===== src/rtl/pc_unit_rs.sv =====
// Program counter with a circular hardware return-address stack.
// Supports stall, PC-relative branch, absolute jump, call (jal) with push,
// return with pop, and sticky overflow/underflow error flags.
module pc_unit_rs #(
    parameter int unsigned PC_W      = 16,
    parameter int unsigned DISP_W    = 8,
    parameter int unsigned DEPTH     = 4,
    parameter int unsigned RESET_VEC = 0
) (
    input  logic              clk,
    input  logic              RESET,
    input  logic              i_stall,
    input  logic              i_branch,
    input  logic [DISP_W-1:0] i_disp,
    input  logic              i_jump,
    input  logic              i_jal,
    input  logic              i_ret,
    input  logic [PC_W-1:0]   i_target,
    input  logic              i_clr_err,
    output logic [PC_W-1:0]   o_pc,
    output logic [PC_W-1:0]   o_link,
    output logic              o_stack_full,
    output logic              o_stack_empty,
    output logic              o_ovf,
    output logic              o_unf
);

    localparam int unsigned PTR_W = $clog2(DEPTH);
    localparam int unsigned CNT_W = PTR_W + 1;

    logic [PC_W-1:0]  pc_q, pc_d;
    logic [PC_W-1:0]  link_q, link_d;
    logic [PTR_W-1:0] top_q, top_d;
    logic [CNT_W-1:0] count_q, count_d;
    logic             ovf_q, ovf_d;
    logic             unf_q, unf_d;
    logic             push;
    logic             ovf_set;
    logic             unf_set;
    logic             full;
    logic             empty;
    logic [PC_W-1:0]  pc_inc;
    logic [PC_W-1:0]  disp_ext;
    logic [PC_W-1:0]  stack_mem [DEPTH];

    // Sign-extending cast of the displacement to PC width.
    assign disp_ext = PC_W'($signed(i_disp));
    assign pc_inc   = pc_q + PC_W'(1);
    assign full     = (count_q == CNT_W'(DEPTH));
    assign empty    = (count_q == '0);

    // Next-state selection; only the highest-priority control has any effect.
    always_comb begin
        pc_d    = pc_q;
        link_d  = link_q;
        top_d   = top_q;
        count_d = count_q;
        push    = 1'b0;
        ovf_set = 1'b0;
        unf_set = 1'b0;
        if (i_stall) begin
            // Hold everything except the error-clear path.
        end else if (i_branch) begin
            pc_d = pc_q + disp_ext;
        end else if (i_jal) begin
            pc_d   = i_target;
            link_d = pc_inc;
            push   = 1'b1;
            // Advancing top when full lands on the oldest entry, overwriting it.
            top_d  = top_q + PTR_W'(1);
            if (full) begin
                ovf_set = 1'b1;
            end else begin
                count_d = count_q + CNT_W'(1);
            end
        end else if (i_jump) begin
            pc_d = i_target;
        end else if (i_ret) begin
            if (!empty) begin
                pc_d    = stack_mem[top_q];
                top_d   = top_q - PTR_W'(1);
                count_d = count_q - CNT_W'(1);
            end else begin
                pc_d    = pc_inc;
                unf_set = 1'b1;
            end
        end else begin
            pc_d = pc_inc;
        end
        // Set wins over a simultaneous clear.
        ovf_d = ovf_set | (ovf_q & ~i_clr_err);
        unf_d = unf_set | (unf_q & ~i_clr_err);
    end

    // Control state registers with asynchronous reset.
    always_ff @(posedge clk or posedge RESET) begin
        if (RESET) begin
            pc_q    <= PC_W'(RESET_VEC);
            link_q  <= '0;
            top_q   <= '0;
            count_q <= '0;
            ovf_q   <= 1'b0;
            unf_q   <= 1'b0;
        end else begin
            pc_q    <= pc_d;
            link_q  <= link_d;
            top_q   <= top_d;
            count_q <= count_d;
            ovf_q   <= ovf_d;
            unf_q   <= unf_d;
        end
    end

    // Stack storage; contents are don't-care after reset so no reset is applied.
    always_ff @(posedge clk) begin
        if (push && !RESET) begin
            stack_mem[top_d] <= pc_inc;
        end
    end

    assign o_pc          = pc_q;
    assign o_link        = link_q;
    assign o_stack_full  = full;
    assign o_stack_empty = empty;
    assign o_ovf         = ovf_q;
    assign o_unf         = unf_q;

endmodule


===== config.mk =====
export PLATFORM = sky130hd
export DESIGN_NAME = pc_unit_rs
export DESIGN_NICKNAME = d
export VERILOG_FILES = /design/src/rtl/pc_unit_rs.sv
export SDC_FILE = /design/constraint.sdc
export NUM_CORES = 1
export LEC_CHECK = 0
export BUFFER_PORTS_ARGS = -buffer_cell sky130_fd_sc_hd__buf_2
export CORE_MARGIN = 2
export CORE_UTILIZATION = 56
export DETAILED_ROUTE_END_ITERATION = 10
export HOLD_SLACK_MARGIN = 0.12
export PLACE_DENSITY_LB_ADDON = 0.12
export SYNTH_ARGS = -nofsm -noshare
export SYNTH_HDL_FRONTEND = slang
export SYNTH_SLANG_ARGS = --single-unit

===== constraint.sdc =====
create_clock -name clk -period 8.89 [get_ports clk]
set_input_delay 1.778 -clock clk [delete_from_list [all_inputs] [get_ports clk]]
set_output_delay 1.778 -clock clk [all_outputs]
set_load 0.02 [all_outputs]

==> metrics, run 1 <==
post-route ant nets=0; share of cells above drive strength 1=around 22%; post-CTS sizing=0; PnR worst setup slack=approximately 4.5 ns; Worst-Margin Slew=around 1 ns; PwrDens=approximately 280 nW/µm²; critical path capture point type=register; Clock Skews=about 0.010 ns; Cell variety after synth=60; critical path's top delay family=simple AND/OR/NAND/NOR gates; Rel. slew slack=about 34%; DP HPWL=9.00 mm; gr ovfl total=0; Main synth FF type=edfxtp_1; DRC Markers=0; kind of critical path=input port to register; initial antenna violation count=0; core area=a little over 9000 µm²; FMAX=approximately 230 MHz; TritonCTS Sinks=103; CTS Buffer Depth=2; Starting Density=roughly 58%; period utilization=between 40% and 50%; post-synth top area cell=edfxtp_1; Post-CTS Repair Setup Buffers=0; worst-path maximum fanout=30; syn nets=517; fin nets=around 580; max-cap violation count=0; gr usage total=24.3%; final setup TNS=0 ns; full die area=approximately 10,000 µm²; Via-to-Cell Ratio=just under 6; Initial DRC Count=between 200 and 250; row cnt=35; Slew Limit Fails=0; WL/cell=about 18 µm; fin crit period=about 4.4 ns; Num CTS Buffers=9; via count=between 3,000 and 4,000; vias in the first global route=3,677; run status=completed; worst skew pair latency=about 0.36 ns; Worst Path Buf+Inv=2; DRT Wirelength=12.2 mm; CTS tree=yes; root buf cell=clkbuf_8; CTS Hold Bufs=0; pre-CTS setup slack=roughly 4.0 ns; ANT cells=0; DR pass1 iterations=4; chip height=102 µm; Synth Instances=roughly 470; synth top area cells=edfxtp_1, dfrtp_1, mux4_2, nand2_1, ha_1; RSZ-0062 raised after global routing=no; Commonest cells post-synth=nand2_1, edfxtp_1, dfrtp_1, nor2_1, a21oi_1; Worst-path clk slew=around 0.1 ns; final hold violation count=0; first-pass GRT wire length=18.9 mm; Yosys reg bits=roughly 100; Seq/Total Area, Yosys=approximately 54%; Hold WC Path Type=register to register; syn avg cell area=between 10 and 15 µm²; Critical Path AT=~4.5 ns; H-tree levels=3; CP Launch Type=input port; critical path cell sequence=buf_2 -> nor2_1 -> nand2_1 -> nor4_2 -> buf_4; IO Pins=just under 70; Mapped Area=between 5000 and 6000 µm²; Setup Viol. Count Final=0; IO Port Bufs=67; top-area cell type share of the netlist area=approximately 36%; RePlAce Congestion=~0.89; peak supply drop=between 0.15 and 0.2 mV; Post-synth ARST share=a little under two fifths; top-count cell post-synth=nand2_1; Slowest Stage Delay on Critical Path=between 0.9 and 1 ns; Die W=approximately 100 µm; Area Overhead vs Synth=12.3%; leakage=~2.4 nW; EDFF count, synth=64; Req. time, crit path=approximately 9.0 ns; Ys Warns=0; pin count of the biggest net entering global routing=31; slowest CP cell=nor4_2
## where the power goes
group | total [mW] | internal [mW] | leakage (nW) | switching [mW]
Clock | 0.278 | 0.109 | 0.0936 | 0.169
Combinational | 0.677 | 0.282 | 1.29 | 0.395
Sequential | 0.718 | 0.611 | 1.06 | 0.107
## flip-flops by register name (all words and copies together) (netlist names)
| register | count |
|---|---|
| top_q | 2 |
| o_pc | 16 |
| count_q | 3 |
| o_unf | 1 |
| stack_mem | 64 |
| o_ovf | 1 |
| o_link | 16 |
## tightest hold or removal path, stage by stage, from the launching register on
cell,delay (ns)
dfrtp_1,0.35
nand2_1,0.05
nand2_1,0.06
## routing by layer
layer | up-vias | global-route usage [%] | share of wire, %
met4 | 0 | 7.59 | 1.2
met3 | 11 | 2.67 | 6.1
li1 | 1872 | - | -
met5 | - | 0 | 0
met1 | 1885 | 34.9 | 45
met2 | 138 | 39.6 | 48
## metrics by stage
step / cells / util [%] / hold slack (ns) / cell area (µm²) / total power [mW]
floorplan: 467 / - / 0.581 / 5380 / 1.20
global placement: 649 / 63.1 / 0.455 / 5860 / 1.38
detailed placement: 649 / 63.1 / 0.457 / 5860 / 1.40
CTS: 665 / 65.1 / 0.485 / 6040 / 1.68
global route: 665 / 65.1 / 0.505 / 6040 / 1.78
finish: 665 / 65.1 / 0.478 / 6040 / 1.67
## placed cells by master, fill, tap and decap left out, drive strengths merged, types with 4 or more instances in the layout
cell and count:
a211oi 13, a21o 4, a21oi 24, a31o 4, buf 76, clkbuf 9, dfrtp 39, edfxtp 64
ha 16, inv 21, mux2i 4, mux4 16, nand2 75, nand3 9, nand4 5, nor2 25
nor2b 5, nor3 9, nor4 6, o211ai 11, o21a 5, o21ai 21, o31ai 5, xnor2 16
xor2 11
## cell families after synthesis
group                      count (synthesis)  share of synthesized area, %
buffers and inverters                     39                          2.91
adders and majority gates                 18                          4.46
muxes                                     22                          7.86
and+or+nand+nor                          151                          13.0
xor gates and xnor gates                  27                          4.39
AOI/OAI and AO/OA                        107                          13.5
DFF                                      103                          53.8
## area by class of cell
cell class	instances	area (µm²)
tap	129	161
clock buffer	9	124
inverter	16	60.1
multi-input combinational	325	2330
sequential	103	2900
clock inverter	7	62.6
fill	764	3240
timing repair buffer	76	403
## worst paths after layout
kind / cells after the start / startpoint / to / slack, ns
setup reg to reg: 8 / o_pc[0]$_DFFE_PP0N_ / o_pc[12]$_DFFE_PP0N_ / 6.29
setup / recovery: 5 / i_stall / stack_mem[1][8]$_DFFE_PP_ / 4.47
max in group asynchronous: 3 / RESET / o_pc[1]$_DFFE_PP0N_ / 6.68
hold reg to reg: 2 / o_link[7]$_DFFE_PP0P_ / o_link[7]$_DFFE_PP0P_ / 0.48
hold / removal: 2 / o_link[7]$_DFFE_PP0P_ / o_link[7]$_DFFE_PP0P_ / 0.48
min in group asynchronous: 2 / RESET / o_link[5]$_DFFE_PP0P_ / 1.44
No activity file was read; power rests on OpenSTA's default activity.
==> inputs of run 2 (changes only) <==
==> constraint.sdc (replaced) <==
create_clock -name clk -period 4.2 [get_ports clk]
set_input_delay 0.84 -clock clk [delete_from_list [all_inputs] [get_ports clk]]
set_output_delay 0.84 -clock clk [all_outputs]
set_load 0.02 [all_outputs]
==> run 2 against run 1 <==
Compared with the run above: hold slack gained 0.0065 ns; highest routed layer unchanged; cell area grew 0.27%; setup slack lost 3.0 ns; largest cell class unchanged; utilization grew 0.18 points.
==> metrics, run 2 (synthesized netlist as in run 1, its figures left out) <==
run status=completed; H-tree levels=3 (unchanged); DR pass1 iterations=4 (unchanged); IO Pins=68 (unchanged); Clk pwr share=17.0% (+0.4 points); DP Cell Count=651 (+0.31%); Setup Viol. Count Final=0 (unchanged); P_int=2.12 mW (+110%); IO Port Bufs=67 (unchanged); DRC Markers=0 (unchanged); Worst-path clk slew=0.09 ns (about the same); CTS Buffer Depth=2 (unchanged); Worst Hold Path EP=o_link[7]$_DFFE_PP0P_; gr usage total=25.4% (+1.1 points); full die area=10,400 µm² (unchanged); Initial DRC Count=225 (+1.8%); post-CTS sizing=0 (unchanged); Die W=102 µm (unchanged); Rel. slew slack=41.5% (+7.1 points); initial antenna violation count=0 (unchanged); PwrDens=591 nW/µm² (+110%); most frequent cells in the layout=nand2_1, buf_2, edfxtp_1, dfrtp_1, nor2_1; Biggest register=stack_mem; CTS Hold Bufs=0 (unchanged); Comb power frac=39.4% (-1.1 points); DP HPWL=9.17 mm (+1.9%); gr ovfl total=0 (unchanged); Reg power frac=43.6% (+0.7 points); critical path capture point type=register; Via-to-Cell Ratio=5.96 (+1.5%); max-cap violation count=0 (unchanged); peak supply drop=0.278 mV (+75%); flop-to-flop setup slack=1.61 ns (-4.68 ns); Clock Skews=0.0131 ns (+0.00265 ns); final setup TNS=0 ns (unchanged); max reg flops=64 (unchanged); capturing point of the worst reg2reg path=o_pc[12]$_DFFE_PP0N_; kind of critical path=input port to register; core area=9280 µm² (unchanged); vias in the first global route=3,795 (+3.2%); CTS tree=yes; Design Power=3.58 mW (+110%); leakage=2.45 nW (+0.53%); worst skew pair latency=0.37 ns (about the same); FMAX=369 MHz; row cnt=35 (unchanged); Starting Density=58.0% (unchanged); Sw Pwr=1.45 mW (+120%); TritonCTS Sinks=103 (unchanged); first-pass GRT wire length=19.8 mm (+4.9%); Reg2Reg Depth=8 (unchanged); Min-Delay Path Depth=2 (unchanged); Post-CTS Repair Setup Buffers=0 (unchanged); ANT cells=0 (unchanged); Critical Path AT=2.79 ns (-1.70 ns); Req. time, crit path=4.28 ns (-4.68 ns); fin crit period=roughly 2.7 ns; Area Overhead vs Synth=12.6%; Post-Layout Inst Area=6060 µm² (+0.27%); Net Sw Frac=40.6% (+0.50 points); root buf cell=clkbuf_8; Worst-Margin Slew=0.877 ns (-0.0989 ns); Hold WC Path Type=register to register; chip height=102 µm (unchanged); RSZ-0062 raised after global routing=no; non-filler cells in the finished layout=667 (+0.30%); Num CTS Buffers=9 (unchanged); share of cells above drive strength 1=22.7% (+0.29 points); post-route ant nets=0 (unchanged); via count=3,975 (+1.8%); commonest non-fill, non-tap cell in the layout=nand2_1; WL/cell=19.1 µm (+4.3%); pin count of the biggest net entering global routing=40 (+29%); CP Launch Type=input port; Slew Limit Fails=0 (unchanged); final hold violation count=0 (unchanged); period utilization=between 60% and 70%; fin nets=583 (+0.34%); placed inst area=5870 µm² (+0.26%); hold_sp=o_link[7]$_DFFE_PP0P_; RePlAce Congestion=0.935 (+4.6%); Finished Core Util=65.3% (+0.18 points); worst-path maximum fanout=30 (unchanged); RR Startpoint=o_pc[0]$_DFFE_PP0N_; DRT Wirelength=12.7 mm (+4.6%)
## run 2: cell types whose count changed in the layout (fill, tap and decap cells not counted)
cell        delta
buf_4          +2
clkinvlp_4     -1
clkinv_1       -1
clkinv_4       +1
clkbuf_1       +1
## run 2: power by group through the flow
stage	Sequential [mW]	Clock [mW]	Combinational, mW
after floorplan	1.57	0	0.975
after global placement	1.57	0	1.37
final	1.56	0.608	1.41
after detailed placement	1.58	0	1.40
after global routing	1.59	0.652	1.54
after CTS	1.56	0.615	1.41
## run 2: critical path: stages
cell	delay, ns
buf_2	0.27
nor2_1	0.16
buf_4	0.18
nand2_1	0.24
nor2_1	0.23
nand2_1	0.07
nor2_1	0.47
buf_4	0.30
## run 2: worst max path at each step
stage            start                         end  slack [ns]  depth (start not counted)
2_1_floorplan  i_stall   stack_mem[1][0]$_DFFE_PP_        0.64                          5
3_3_place_gp   i_stall  stack_mem[2][12]$_DFFE_PP_        1.13                          8
3_5_place_dp   i_stall  stack_mem[2][12]$_DFFE_PP_        1.08                          8
4_1_cts        i_stall  stack_mem[2][13]$_DFFE_PP_        1.46                          8
5_1_grt        i_stall  stack_mem[2][13]$_DFFE_PP_        1.29                          8
6_report       i_stall   stack_mem[2][9]$_DFFE_PP_        1.49                          8
## run 2: final cells by class
| cell class | count | area [µm²] |
|---|---|---|
| Clock buffer | 10 | 128 |
| Clock inverter | 6 | 60.1 |
| Fill cell | 770 | 3230 |
| Inverter | 16 | 60.1 |
| Multi-Input combinational cell | 325 | 2330 |
| Sequential cell | 103 | 2900 |
| Tap cell | 129 | 161 |
| Timing Repair Buffer | 78 | 418 |
## run 2: per-stage QoR
| stage | hold WS, ns | worst slack, ns |
|---|---|---|
| floorplan | 0.581 | 0.643 |
| global placement | 0.456 | 1.13 |
| detailed placement | 0.458 | 1.08 |
| CTS | 0.491 | 1.46 |
| global route | 0.520 | 1.29 |
| finish | 0.485 | 1.49 |
## run 2: routing by layer
layer  up-vias  global-route usage (%)  routed length (µm)
met3        12                    3.63                 755
met2       135                    40.3                6100
met5         -                       0                   0
met1      1941                    37.1                5720
met4         0                    7.28                 138
li1       1887                       -                   -
==> inputs of run 3 (changes only) <==
--- a/config.mk
+++ b/config.mk
@@ -7,7 +7,7 @@
 export LEC_CHECK = 0
 export BUFFER_PORTS_ARGS = -buffer_cell sky130_fd_sc_hd__buf_2
 export CORE_MARGIN = 2
-export CORE_UTILIZATION = 56
+export CORE_UTILIZATION = 53
 export DETAILED_ROUTE_END_ITERATION = 10
 export HOLD_SLACK_MARGIN = 0.12
 export PLACE_DENSITY_LB_ADDON = 0.12
==> constraint.sdc (replaced) <==
create_clock -name clk -period 2.3 [get_ports clk]
set_input_delay 0.46 -clock clk [delete_from_list [all_inputs] [get_ports clk]]
set_output_delay 0.46 -clock clk [all_outputs]
set_load 0.02 [all_outputs]
==> run 3 against run 2 <==
Compared with the run above: global-route usage is 0.61 points lower; hold slack worse by 0.32 ns; setup slack worse by 1.5 ns; final cell count is 5.1% higher; die area is 5.4% higher; via count is 1.5% higher; total power is 92% higher; register-to-register slack worse by 1.6 ns; flip-flop and latch count stayed put; first-iteration DRC count is 6.2% higher; clock skew is 0.0039 ns lower; critical endpoint is now o_pc[12]$_DFFE_PP0N_.
==> metrics, run 3 (synthesized netlist as in run 1, its figures left out) <==
run status=completed; Starting Density=54.8% (-3.2 points); CP Launch Type=register; gr ovfl total=0 (unchanged); Design Power=6.87 mW (+92%); final setup TNS=0 ns (unchanged); Die W=105 µm (+2.7%); chip height=105 µm (+2.7%); gr usage total=24.8% (-0.61 points); RSZ-0062 raised after global routing=yes; leakage=2.61 nW (+6.7%); Biggest register=stack_mem; most frequent cells in the layout=nand2_1, buf_2, edfxtp_1, buf_4, dfrtp_1; share of cells above drive strength 1=28.5% (+5.8 points); Req. time, crit path=2.54 ns (-1.74 ns); Hold WS=0.165 ns (-0.319 ns); worst skew pair latency=0.36 ns (about the same); Setup Viol. Count Final=0 (unchanged); non-filler cells in the finished layout=701 (+5.1%); pin count of the biggest net entering global routing=30 (-25%); worst-path maximum fanout=2 (-93%); CTS tree=yes; Worst-Margin Slew=0.670 ns (-0.207 ns); ANT cells=0 (unchanged); DR pass1 iterations=4 (unchanged); RR Startpoint=o_pc[0]$_DFFE_PP0N_; IO Port Bufs=67 (unchanged); Worst-path clk slew=0.10 ns (about the same); Initial DRC Count=239 (+6.2%); DRT Wirelength=13.1 mm (+3.1%); DP Cell Count=686 (+5.4%); Area Overhead vs Synth=19.2%; IO Pins=68 (unchanged); Num CTS Buffers=9 (unchanged); Via-to-Cell Ratio=5.75 (-3.4%); DP HPWL=9.55 mm (+4.2%); kind of critical path=register to register; Net Sw Frac=38.6% (-2.1 points); first-pass GRT wire length=21.0 mm (+6.0%); root buf cell=clkbuf_8; CTS Buffer Depth=2 (unchanged); P_int=4.22 mW (+99%); Clock Skews=0.00916 ns (-0.00395 ns); Sw Pwr=2.65 mW (+82%); peak supply drop=0.494 mV (+78%); FMAX=between 400 and 500 MHz; Comb power frac=44.6% (+5.2 points); max-cap violation count=0 (unchanged); Hold WC Path Type=input port to asynchronous set/reset pin; core area=9820 µm² (+5.8%); final hold violation count=0 (unchanged); fillcell total=811 (+5.3%); critical path capture point type=register; RePlAce Congestion=0.879 (-6.0%); Clk pwr share=16.3% (-0.7 points); Finished Core Util=65.3% (+0.073 points); via count=4,034 (+1.5%); DRC Markers=0 (unchanged); full die area=11,000 µm² (+5.4%); period utilization=98.6%; WL/cell=18.7 µm (-1.9%); post-route ant nets=0 (unchanged); fin nets=614 (+5.3%); initial antenna violation count=0 (unchanged); max reg flops=64 (unchanged); CTS Hold Bufs=0 (unchanged); Rel. slew slack=54.8% (+13 points); vias in the first global route=4,051 (+6.7%); TritonCTS Sinks=103 (unchanged); H-tree levels=3 (unchanged); CP Launch Point=o_pc[0]$_DFFE_PP0N_; Reg2Reg Depth=8 (unchanged); commonest non-fill, non-tap cell in the layout=nand2_1; fin crit period=between 2 and 2.5 ns; row cnt=36 (+2.9%); Reg power frac=39.1% (-4.5 points); Critical Path AT=2.51 ns (-0.28 ns); PwrDens=1070 nW/µm² (+81%); Slew Limit Fails=0 (unchanged)
run 3: cell count changes in the layout (fill, tap and decap cells not counted), moves of 2 or more:
| cell | change |
|---|---|
| ha_1 | -3 |
| a211oi_1 | -2 |
| a21oi_1 | -3 |
| buf_12 | +3 |
| ha_4 | +3 |
| a211oi_2 | +2 |
| buf_4 | +28 |
| a21oi_2 | +3 |
| inv_8 | -3 |
run 3: final cells by class:
type                       instances  area (µm²)  area share, %
clock buffer                      11         131           2.05
tap                              133         166           2.59
inverter                          16        60.1          0.936
multi-input combinational        325        2410           37.6
timing repair buffer             109         688           10.7
clock inverter                     4        55.1          0.858
sequential                       103        2900           45.2
run 3: path summary, 6_finish.rpt:
check / endpoint / slack [ns]
min in group clk: o_unf$_DFF_PP0_ / 0.29
setup / recovery: o_pc[12]$_DFFE_PP0N_ / 0.03
hold / removal: o_link[2]$_DFFE_PP0P_ / 0.17
max in group asynchronous: o_pc[0]$_DFFE_PP0N_ / 1.57
hold reg to reg: o_link[0]$_DFFE_PP0P_ / 0.48
setup reg to reg: o_pc[12]$_DFFE_PP0N_ / 0.03
run 3: critical path, stage by stage, from the launching register on:
cell and delay (ns):
dfrtp_2 0.42, ha_1 0.22, fa_1 0.41, a21oi_2 0.15, o21ai_1 0.15, a21oi_2 0.22, o31ai_1 0.11, xor2_1 0.14
a221o_1 0.33
run 3: power by group through the flow:
stage / clock [mW] / combinational, mW / sequential, mW
global placement: 0 / 2.89 / 2.69
finish: 1.12 / 3.06 / 2.68
global route: 1.22 / 3.35 / 2.73
CTS: 1.15 / 2.99 / 2.68
detailed placement: 0 / 2.96 / 2.72
floorplan: 0 / 1.79 / 2.87
run 3: stage by stage:
step | setup slack (ns) | cell area [µm²]
6_report | 0.0326 | 6410
3_3_place_gp | -0.137 | 6160
2_1_floorplan | 0.0148 | 5400
4_1_cts | 0.0377 | 6340
3_5_place_dp | -0.197 | 6160
5_1_grt | -0.0660 | 6410
run 3: routing by layer:
layer  vias up  wire (µm)  global-route usage [%]
met4         0        267                    9.43
met2       107       6200                    39.5
met1      1966       6020                    34.7
met5         -          0                       0
met3        21        625                    3.49
li1       1940          -                       -
run 3: repair_timing:
action                     4_1_cts  5_1_grt
gates resized for setup          1       10
buffers inserted                 0        0
pin swaps                        1        2
setup endpoints to repair        1        7
